### config.mk
export PLATFORM = sky130hd
export DESIGN_NAME = act_output_packer
export DESIGN_NICKNAME = d
export VERILOG_FILES = /design/src/rtl/act_output_packer.sv
export SDC_FILE = /design/constraint.sdc
export NUM_CORES = 1
export LEC_CHECK = 0
export CAP_MARGIN = 20
export CORE_MARGIN = 5
export CORE_UTILIZATION = 50
export DETAILED_ROUTE_END_ITERATION = 6
export PLACE_DENSITY = 0.79
export SLEW_MARGIN = 20
export SYNTH_ARGS = -nofsm -noshare
export SYNTH_HDL_FRONTEND = slang
export SYNTH_SLANG_ARGS = --single-unit
### constraint.sdc
create_clock -name clk -period 6 [get_ports clk]
set_clock_uncertainty 0.05 [all_clocks]
set_input_delay 1.8 -clock clk [delete_from_list [all_inputs] [get_ports clk]]
set_output_delay 1.8 -clock clk [all_outputs]
set_load 0.1 [all_outputs]
### src/rtl/act_output_packer.sv
// Packs LANES activation elements into one word and buffers finished words in a
// first-word-fall-through FIFO with a valid/ready output and a sticky overflow flag.
module act_output_packer #(
  parameter int unsigned DATA_WIDTH = 8,
  parameter int unsigned LANES      = 4,
  parameter int unsigned FIFO_DEPTH = 8
) (
  input  logic                               clk,
  input  logic                               rst_n,
  input  logic                               valid_in,
  input  logic [DATA_WIDTH-1:0]              data_in,
  input  logic                               flush,
  input  logic                               clear_overflow,
  output logic                               out_valid,
  input  logic                               out_ready,
  output logic [DATA_WIDTH*LANES-1:0]        out_data,
  output logic [LANES-1:0]                   out_strb,
  output logic                               out_last,
  output logic [$clog2(FIFO_DEPTH+1)-1:0]    fifo_level,
  output logic                               overflow,
  output logic                               busy
);

  localparam int unsigned LaneW  = $clog2(LANES);
  localparam int unsigned PtrW   = $clog2(FIFO_DEPTH);
  localparam int unsigned LvlW   = $clog2(FIFO_DEPTH + 1);
  localparam int unsigned WordW  = DATA_WIDTH * LANES;
  localparam int unsigned EntryW = WordW + LANES + 1;

  logic [LaneW-1:0]  lane_cnt_q, lane_cnt_d;
  logic [WordW-1:0]  asm_data_q, asm_data_d;
  logic [LANES-1:0]  asm_strb_q, asm_strb_d;
  logic [WordW-1:0]  pk_data;
  logic [LANES-1:0]  pk_strb;
  logic              lane_full, push, push_last, pop, full, accept, drop;
  logic [EntryW-1:0] mem_q [FIFO_DEPTH];
  logic [EntryW-1:0] head;
  logic [PtrW-1:0]   wr_ptr_q, rd_ptr_q;
  logic [LvlW-1:0]   level_q, level_d;
  logic              overflow_q, overflow_d;

  // Word as it looks with this cycle's element merged in.
  always_comb begin
    pk_data = asm_data_q;
    pk_strb = asm_strb_q;
    for (int unsigned i = 0; i < LANES; i++) begin
      if (valid_in && (lane_cnt_q == LaneW'(i))) begin
        pk_data[i*DATA_WIDTH +: DATA_WIDTH] = data_in;
        pk_strb[i]                          = 1'b1;
      end
    end
  end

  always_comb begin
    lane_full = valid_in && (lane_cnt_q == LaneW'(LANES - 1));
    push_last = flush && ((lane_cnt_q != '0) || valid_in);
    push      = lane_full || push_last;
    full      = (level_q == LvlW'(FIFO_DEPTH));
    pop       = out_valid && out_ready;
    accept    = push && (!full || pop);
    drop      = push && !accept;

    lane_cnt_d = lane_cnt_q;
    asm_data_d = asm_data_q;
    asm_strb_d = asm_strb_q;
    if (push) begin
      lane_cnt_d = '0;
      asm_data_d = '0;
      asm_strb_d = '0;
    end else if (valid_in) begin
      lane_cnt_d = lane_cnt_q + LaneW'(1);
      asm_data_d = pk_data;
      asm_strb_d = pk_strb;
    end

    level_d = level_q;
    unique case ({accept, pop})
      2'b10:   level_d = level_q + LvlW'(1);
      2'b01:   level_d = level_q - LvlW'(1);
      default: level_d = level_q;
    endcase

    // A drop in the same cycle as a clear keeps the flag set.
    overflow_d = overflow_q;
    if (clear_overflow) overflow_d = 1'b0;
    if (drop)           overflow_d = 1'b1;
  end

  always_ff @(posedge clk or negedge rst_n) begin
    if (!rst_n) begin
      lane_cnt_q <= '0;
      asm_data_q <= '0;
      asm_strb_q <= '0;
      wr_ptr_q   <= '0;
      rd_ptr_q   <= '0;
      level_q    <= '0;
      overflow_q <= 1'b0;
    end else begin
      lane_cnt_q <= lane_cnt_d;
      asm_data_q <= asm_data_d;
      asm_strb_q <= asm_strb_d;
      level_q    <= level_d;
      overflow_q <= overflow_d;
      if (accept) wr_ptr_q <= wr_ptr_q + PtrW'(1);
      if (pop)    rd_ptr_q <= rd_ptr_q + PtrW'(1);
    end
  end

  // Storage needs no reset: outputs are masked whenever the FIFO is empty.
  always_ff @(posedge clk) begin
    if (accept) mem_q[wr_ptr_q] <= {push_last, pk_strb, pk_data};
  end

  always_comb begin
    head       = mem_q[rd_ptr_q];
    out_valid  = (level_q != '0);
    out_data   = out_valid ? head[WordW-1:0] : '0;
    out_strb   = out_valid ? head[WordW +: LANES] : '0;
    out_last   = out_valid ? head[EntryW-1] : 1'b0;
    fifo_level = level_q;
    overflow   = overflow_q;
    busy       = (lane_cnt_q != '0) || (level_q != '0);
  end

endmodule
Word-level counts from Yosys, hierarchy flattened:

Memory sizes are Yosys's and may differ from the RTL's.
Cells that the tools add are included.
Widths: inputs -> output; s select.

* $add $sub $neg: 5
* $mul: 0
* div/mod/pow operators: 0
* order comparisons: 0
* equal/unequal tests: 6
* shifts and indexed selects: 0
* muxes and demuxes: 22
* bitwise gates (word level): 0
* reductions and logical operators: 20

Operators with widths (count)
* $mux 32: 3
* $mux 8: 4
* $mux 4: 3
* $mux 1: 9
* $logic_and 1x1->1: 8
* $pmux 4 s2: 1
* $reduce_bool 2->1: 4
* $add 3x1->3 const B: 2
* $eq 2x2->1 const B: 3
* $add 4x1->4 const B: 1
* $eq 2x1->1 const B: 2
* $eq 4x4->1 const B: 1
* $logic_or 1x1->1: 4
* $mux 2: 2
* $reduce_bool 4->1: 1
* $sub 4x1->4 const B: 1
* $add 2x1->2 const B: 1
* $logic_not 1->1: 2
* $logic_not 2->1: 1

* flip-flop bits (word level): 49
* latch bits: 0
* bits in writable memories: 296
* ROM bits: 0
* input bits: 14
* word-level logic and storage cells: 61
* memories kept: 1

Memories
* mem_q: words 8, bits a word 37, rd ports 1, clocked after memory_dff 0, write ports 1, RTL line 36 `logic [EntryW-1:0] mem_q [FIFO_DEPTH];`

Logic depth before layout (Yosys ltp):

Gate-level depths: netlist of the first run.

* word-level depth: 8
* depth in mapped cells: 12

Worst setup path after synthesis of the first run:

No wires, ideal clock.

* kind: input-to-reg
* start: input port flush
* end: memory mem_q[0][0] (netlist bit), enable pin
* setup time: 0.524 ns
* arrival: 5.725 ns
* data required time: 5.426 ns
* setup slack: -0.299 ns
* cell stages on the path: 4
* buffers on the path: 0
* cell sequence: o21a_1 -> a21o_1 -> nand2_1 -> nor4_1

* word-level cells in the longest chain between the ends: 5

Ends and longest elaborated chain
* start, declared: RTL line 12 `input logic flush,`
* $logic_and 1x1->1: RTL line 56 `push_last = flush && ((lane_cnt_q != '0) || valid_in);`
* $logic_or 1x1->1: RTL line 57 `push = lane_full || push_last;`
* $logic_and 1x1->1: RTL line 60 `accept = push && (!full || pop);`
* $mux 1: RTL line 111 `if (accept) mem_q[wr_ptr_q] <= {push_last, pk_strb, pk_data};`
* $mux 1 (not written as such): RTL line 111
* end, declared: RTL line 36

No other way between the ends.

Final worst setup path of the first run:

* start: register rd_ptr_q[0]
* end: output port out_data[5]

* word-level cells in the longest chain between the ends: 2

Ends and longest elaborated chain
* start, declared: RTL line 38 `logic [PtrW-1:0] wr_ptr_q, rd_ptr_q;`
* start signal, assigned: RTL line 105 `if (pop) rd_ptr_q <= rd_ptr_q + PtrW'(1);`
* $mem_v2 8x37
* $mux 32: RTL line 117 `out_data = out_valid ? head[WordW-1:0] : '0;`
* end, declared: RTL line 16 `output logic [DATA_WIDTH*LANES-1:0] out_data,`

No other way between the ends.

==> results.toml, run 1 <==
[outcome]
status = "finished clean"

[setup_path]
r2r-start = "lane_cnt_q[0]"
critPathSlowestCell = "clkdlybuf4s50_1"
crit_type = "reg2out"
critical-path-max-stage-delay_ns = 0.97
critPathArrivalTime_ns = 3.49
end_kind = "output pin"
crit_family = "buffers and inverters"
path_cells = "buf_4 -> mux4_2 -> mux2i_1 -> nor2_1 -> clkdlybuf4s50_1"
worstPathRequired_ns = 4.15
worstSetupStartpoint = "rd_ptr_q[0]"
path_depth = 5
worstPathMaxFanout = 26
r2r_cells = 12
start_kind = "register"
worst-path-buf-inv = 2

[placed_design]
place_ws_ns = 1.16
dp_cells = 1069
dpl.hpwl_mm = 15.6
gp_congestion = 0.726
io_buffer_count = 57

[yosys]
post_synth_inst_count = 677
synth_commonest_cells = "edfxtp_1, mux4_2, dfrtp_1"
syn-cell-area_sq_mm = 0.0136
synth_area_leaders = "edfxtp_1, mux4_2, dfrtp_1, mux2i_1, and2_1"
yosysUniqueCellTypes = 35
ys_warn_count = 0
synthFlopType = "edfxtp_1"
synth_top_area_share = 0.655
synth-edff-count = 296
synth.avg_cell_area_sq_um = 20.0
ys_async_sr_fraction = 0.142
yosysMostFrequentCell = "edfxtp_1"
ys_seq_elements = 345
syn-num-nets = 700
synth_top_cell_by_area = "edfxtp_1"
synth-seq-area-share = 0.745

[cells_and_area]
final-instance-count-excl-fill = 1126
synthToLayoutAreaGrowth_pct = 15.3
n_fill_cell = 1930
nNetsFinal = 784
final_util = 0.582
diodes = 0
drive_above_1_share = 0.224

[detailed_routing]
antenna_left = 0
drt_wl_total_mm = 27.0
num_vias = 6487
first_pass_iters = 5
viasPerCell = 5.76
wl_per_cell_um = 24.0
drt_iter0_drc = 505
post-route-drc-count = 0

[clock_tree]
clock-sinks = 345
cts-htree-levels = 1
clkLatencyLatePin_ns = 0.56
cts_resized = 0
root_buffer = "clkbuf_16"
cts_hold_buf = 0
cts_buffers = 31
clock_path_buffers = 3
post_cts_buffers = 0
cts_tree = "built"
path_clk_slew_ns = 0.07

[sta]
clock.fmax_mhz = 187
min_period_over_period = 0.890
period_needed_ns = 5.34
worst_pin_slew_ns = 1.01
finalHoldViolations = 0
rsz0062_at_grt = "false"
timing.final.ws_setup_ns = 0.658
setup_viol = 0
final_max_slew_viol_count = 0
relSlewSlack = 0.322
finalSetupTns_ns = 0

[floorplan]
start_util = 0.505
die_h_um = 175
ios = 58
placementRows = 60
core_area_sq_mm = 0.0269
dieWidth_um = 175
dieArea_sq_mm = 0.0305

[hold_path]
hp-start = "asm_data_q[26]"
min_path_cells = 1
hold_path_class = "reg2reg"

[global_route]
grt_pass1_wl_mm = 41.8
grt_max_degree = 50
grtUsageTotal = 0.179
grt_pass1_vias = 6916
antenna_found_initial = 0
overflow = 0

[job]
maxCapViolCount = 0
==> layout by cell type (no fill, tap or decap), types with 3 or more instances in the layout <==
cell type,Yosys,final
clkbuf_1,10,5
mux2_1,17,17
mux2_2,16,16
nor3_2,0,4
clkdlybuf4s50_1,0,56
mux2i_1,38,38
ha_1,8,8
and2_1,33,33
buf_4,5,20
xnor2_1,7,7
clkinv_1,0,8
nor2_4,0,3
nand2_1,21,21
buf_12,0,3
a21oi_1,5,4
nand2b_1,5,5
clkinv_2,0,7
edfxtp_1,296,296
inv_1,9,9
mux4_2,74,74
dfrtp_1,49,46
nor2_1,42,39
clkbuf_16,0,31
==> worst reg2reg max path, stage by stage (launching register included) <==
cell,delay (ns)
dfrtp_1,0.43
ha_1,0.27
o21a_1,0.20
a21oi_2,0.14
buf_4,0.40
nand2_4,0.11
inv_2,0.09
ha_1,0.23
a21o_1,0.18
a21oi_1,0.20
nor4_1,0.08
a21oi_1,0.16
xnor2_1,0.13
==> cell type report <==
| type | instances | area [sq um] | area share |
|---|---|---|---|
| Tap cell | 341 | 427 | 0.0273 |
| Sequential cell | 345 | 10100 | 0.647 |
| Timing Repair Buffer | 80 | 776 | 0.0496 |
| Clock buffer | 38 | 822 | 0.0525 |
| Clock inverter | 19 | 120 | 0.00767 |
| Inverter | 11 | 41.3 | 0.00264 |
| Multi-Input combinational cell | 292 | 3340 | 0.214 |
==> path summary, 6_finish.rpt <==
| check | slack, ns | to |
|---|---|---|
| min reg2reg | 0.43 | asm_data_q[26] |
| min | 0.43 | asm_data_q[26] |
| min in group asynchronous | 1.33 | asm_data_q[27] |
| max in group asynchronous | 4.02 | rd_ptr_q[0] |
| max reg2reg | 3.26 | fifo_level[3] |
| max | 0.66 | out_data[5] |
==> flip-flops by register name, summed over array words and instances, names as in the netlist <==
name and cells:
asm_data_q 32, asm_strb_q 4, fifo_level 4, lane_cnt_q 2, mem_q 296, overflow 1
rd_ptr_q 3, wr_ptr_q 3
==> metal layers <==
metal  routed length [um]  up-vias  share of wire  GRT usage
li1                     -     2839              -          -
met1                11200     3420           0.41      0.249
met2                13800      187           0.51      0.306
met3                 1520       41          0.056     0.0277
met4                  509        0          0.019     0.0357
met5                    0        -              0          0
==> through the flow <==
stage | hold WS [ns] | cell area, sq um
6_report | 0.434 | 15700
5_1_grt | 0.458 | 15700
4_1_cts | 0.437 | 15700
3_5_place_dp | 0.416 | 14700
3_3_place_gp | 0.412 | 14700
2_1_floorplan | 0.394 | 13600
==> logic make-up after synthesis <==
| kind of cell | share of synthesized area |
|---|---|
| muxes | 0.178 |
| adders and majority gates | 0.00885 |
| xor gates and xnor gates | 0.00452 |
| DFF | 0.745 |
| buffers and inverters | 0.0136 |
| AOI/OAI and AO/OA | 0.00747 |
| and+or+nand+nor | 0.0422 |
Power of run 1 is left out: the tool's default activity adds up to more than one toggle a clock period on the data nets, which glitch-free logic cannot reach.
==> run 2, diff against run 1 <==
Settings changed: CORE_ASPECT_RATIO set to 1.4, CORE_UTILIZATION 50 to 40, PLACE_DENSITY 0.79 to 0.67.
==> run 2 against run 1 <==
Against the previous run:
- worst setup slack lost 0.020 ns
- cell area up 1.3%
- global-route usage fell by 3.1 points
- critical endpoint is now out_data[22]
- die area up 24%
- first-iteration DRC count decreased by 26%
- routed wire length up 3.9%
- maximum frequency down 0.36%
==> results.toml, run 2 (same netlist as run 1, synthesis figures left out) <==
[outcome]
status = "finished clean"

[global_route]
grt_pass1_vias = 7022
grt_max_degree = 50
grtUsageTotal = 0.148
antenna_found_initial = 0
grt_pass1_wl_mm = 43.5
overflow = 0

[setup_path]
worstPathRequired_ns = 4.15
worstPathMaxFanout = 37
worstSetupStartpoint = "rd_ptr_q[0]"
critical-path-max-stage-delay_ns = 0.97
critPathSlowestCell = "clkdlybuf4s50_1"
crit_family = "buffers and inverters"
path_cells = "buf_12 -> mux4_2 -> mux2i_1 -> nor2_1 -> clkdlybuf4s50_1"
critPathArrivalTime_ns = 3.51
start_kind = "register"
crit_type = "reg2out"
r2r-start = "fifo_level[1]"
end_kind = "output pin"
worst-path-buf-inv = 2
r2r_slack_ns = 3.14

[cells_and_area]
synthToLayoutAreaGrowth_pct = 16.8
largest_reg_flops = 296
nNetsFinal = 778
diodes = 0
multiInputGateArea_sq_mm = 0.00334
layout_common_cells = "edfxtp_1, mux4_2, dfrtp_1"
drive_above_1_share = 0.249
mostFrequentLayoutCell = "edfxtp_1"
top_regs = "mem_q (296), asm_data_q (32)"
top_register = "mem_q"
n_fill_cell = 2806
design_area_sq_mm = 0.0159
regArea_sq_mm = 0.0101

[detailed_routing]
first_pass_iters = 6
antenna_left = 0
drt_iter0_drc = 373
num_vias = 6426
viasPerCell = 5.25
post-route-drc-count = 0
drt_wl_total_mm = 28.0
wl_per_cell_um = 22.9

[floorplan]
core_area_sq_mm = 0.0334
die_h_um = 228
start_util = 0.406
ios = 58
placementRows = 79
dieArea_sq_mm = 0.0378
dieWidth_um = 166

[clock_tree]
clock_path_buffers = 3
cts-htree-levels = 1
post_cts_buffers = 0
cts_resized = 0
root_buffer = "clkbuf_16"
clock-sinks = 345
clkLatencyLatePin_ns = 0.56
path_clk_slew_ns = 0.07
cts_hold_buf = 0
cts_tree = "built"
cts_buffers = 30

[sta]
finalHoldViolations = 0
worst_pin_slew_ns = 1.07
finalSetupTns_ns = 0
rsz0062_at_grt = "false"
relSlewSlack = 0.286
final_max_slew_viol_count = 0
min_period_over_period = 0.894
period_needed_ns = 5.36
holdWs_ns = 0.434
clock.fmax_mhz = 187
setup_viol = 0

[job]
maxCapViolCount = 0

[placed_design]
gp_congestion = 0.741
io_buffer_count = 57
placed_area_sq_mm = 0.0148
dpl.hpwl_mm = 16.2

[hold_path]
hold_path_class = "reg2reg"
hp-start = "asm_data_q[28]"
run 2: changes by cell type in the layout (fill, tap and decap cells not counted), moves of 3 or more:
cell and change:
clkbuf_8 +8, buf_4 +8, clkinv_2 -4, clkinv_1 -8, buf_12 +3, clkdlybuf4s50_1 -16
run 2: worst register-to-register path, cell delays in order, from the launching register on:
cell and delay [ns]:
dfrtp_1 0.46, nor4_4 0.78, inv_2 0.12, and2_4 0.24, nand2_4 0.09, inv_2 0.05
ha_1 0.27, a21o_1 0.18, a21oi_1 0.19, nor4_1 0.07, a21oi_1 0.16, xnor2_1 0.13
run 2: worst paths after layout:
path | end | depth (start not counted)
hold / removal | asm_data_q[28] | 1
setup reg to reg | fifo_level[3] | 11
max in group asynchronous | rd_ptr_q[0] | 2
setup / recovery | out_data[22] | 5
min in group asynchronous | overflow | 2
hold reg to reg | asm_data_q[28] | 1
run 2: area by class of cell:
class / instances / share of cell area
Clock buffer: 46 / 0.0588
Inverter: 11 / 0.00260
Tap cell: 445 / 0.0351
Multi-Input combinational cell: 292 / 0.211
Clock inverter: 10 / 0.00750
Sequential cell: 345 / 0.639
Timing Repair Buffer: 75 / 0.0464
run 2: per-layer routing:
layer	GRT usage	vias to the layer above	part of all wire
met5	0	-	0
met4	0.0353	0	0.021
met3	0.0163	41	0.025
met2	0.276	101	0.55
met1	0.185	3453	0.41
li1	-	2831	-
run 2: stage by stage:
stage                util  worst slack (ns)  cells
floorplan               -             0.472    677
global placement    0.443              1.14   1168
detailed placement  0.443              1.13   1168
CTS                 0.474             0.530   1224
global route        0.474             0.423   1224
finish              0.474             0.638   1224
Power of run 2 is left out for the same reason.
==> run 3, diff against run 2 <==
Settings changed: CORE_MARGIN 5 to 2, CORE_UTILIZATION 40 to 45, PLACE_DENSITY 0.67 to 0.73, SLEW_MARGIN 20 to 10.
==> run 3 against run 2 <==
Against the previous run:
- die area shrank 16%
- first-iteration DRC count up 27%
- final cell count fell by 5.1%
- worst setup slack better by 0.019 ns
- routed wire length fell by 2.4%
- global-route usage is 3.1 points higher
- register-to-register slack improved by 0.09 ns
- non-clock buffer count increased by 2
- cell area decreased by 0.13%
==> results.toml, run 3 (same netlist as run 1, synthesis figures left out) <==
[outcome]
status = "finished clean"

[global_route]
overflow = 0
grt_pass1_vias = 6761
antenna_found_initial = 1
grtUsageTotal = 0.179
grt_pass1_wl_mm = 41.6
grt_max_degree = 52

[setup_path]
worstSetupStartpoint = "rd_ptr_q[0]"
r2r_slack_ns = 3.23
crit_type = "reg2out"
r2r_end = "mem_q[4][19]"
start_kind = "register"
end_kind = "output pin"
critPathArrivalTime_ns = 3.49
worstPathRequired_ns = 4.15
r2r-start = "lane_cnt_q[0]"
worstPathMaxFanout = 30
r2r_cells = 8

[sta]
finalSetupTns_ns = 0
final_max_slew_viol_count = 0
worst_pin_slew_ns = 1.06
period_needed_ns = 5.34
rsz0062_at_grt = "false"
finalHoldViolations = 0
setup_viol = 0
relSlewSlack = 0.294
min_period_over_period = 0.890
clock.fmax_mhz = 187

[cells_and_area]
final-instance-count-excl-fill = 1162
final_util = 0.530
layout_common_cells = "edfxtp_1, mux4_2, dfrtp_1"
largest_reg_flops = 296
top_register = "mem_q"
design_area_sq_mm = 0.0158
diodes = 0
drive_above_1_share = 0.250
n_fill_cell = 2287
nNetsFinal = 778
mostFrequentLayoutCell = "edfxtp_1"
top_regs = "mem_q (296), asm_data_q (32)"
synthToLayoutAreaGrowth_pct = 16.6

[detailed_routing]
drt_iter0_drc = 474
antenna_left = 0
num_vias = 6375
post-route-drc-count = 0
wl_per_cell_um = 23.5
first_pass_iters = 5
drt_wl_total_mm = 27.4
viasPerCell = 5.49

[hold_path]
min_path_cells = 1
whs_endpoint = "asm_strb_q[3]"
hp-start = "asm_strb_q[3]"
hold_path_class = "reg2reg"

[clock_tree]
cts_hold_buf = 0
cts_tree = "built"
root_buffer = "clkbuf_16"
clock-sinks = 345
cts-htree-levels = 1
cts_resized = 0
post_cts_buffers = 0
path_clk_slew_ns = 0.07
cts_buffers = 28
clkLatencyLatePin_ns = 0.55
clock_path_buffers = 3

[job]
maxCapViolCount = 0

[floorplan]
dieWidth_um = 151
dieArea_sq_mm = 0.0316
core_area_sq_mm = 0.0298
start_util = 0.455
die_h_um = 209
ios = 58
placementRows = 75

[placed_design]
dp_cells = 1110
dpl.hpwl_mm = 16.1
gp_congestion = 0.725
placed_area_sq_mm = 0.0148
io_buffer_count = 57
==> run 3: worst max-delay path by stage <==
stage,cells after the start,to,slack [ns]
3_5_place_dp,5,out_data[13],1.16
6_report,5,out_data[13],0.66
3_3_place_gp,5,out_data[13],1.17
4_1_cts,5,out_data[13],0.57
2_1_floorplan,6,mem_q[4][0],0.47
5_1_grt,5,out_data[13],0.48
==> run 3: area by class of cell <==
type | instances | area (sq um) | area share
Timing Repair Buffer | 77 | 771 | 0.0487
Inverter | 11 | 41.3 | 0.00261
Tap cell | 385 | 482 | 0.0304
Multi-Input combinational cell | 292 | 3340 | 0.211
Sequential cell | 345 | 10100 | 0.639
Clock inverter | 13 | 258 | 0.0163
Clock buffer | 39 | 812 | 0.0513
==> run 3: critical path, stage by stage, from the launching register on <==
cell and delay (ns):
dfrtp_4 0.84, buf_12 0.31, mux4_2 0.54, mux2i_1 0.18, nor2_1 0.05, clkdlybuf4s50_1 0.97
==> run 3: stage by stage <==
| stage | setup slack, ns | hold slack [ns] |
|---|---|---|
| after floorplan | 0.472 | 0.394 |
| after global placement | 1.17 | 0.410 |
| after detailed placement | 1.16 | 0.416 |
| after CTS | 0.574 | 0.433 |
| after global routing | 0.475 | 0.443 |
| final | 0.657 | 0.431 |
==> run 3: metal layers <==
layer  track usage  up-vias  wire [um]  part of all wire
li1              -     2823          -                 -
met1         0.232     3341      10800              0.39
met2         0.315      166      14700              0.54
met3        0.0233       43       1170             0.043
met4        0.0570        2        667             0.024
met5             0        -         13           0.00048
Power of run 3 is left out for the same reason.
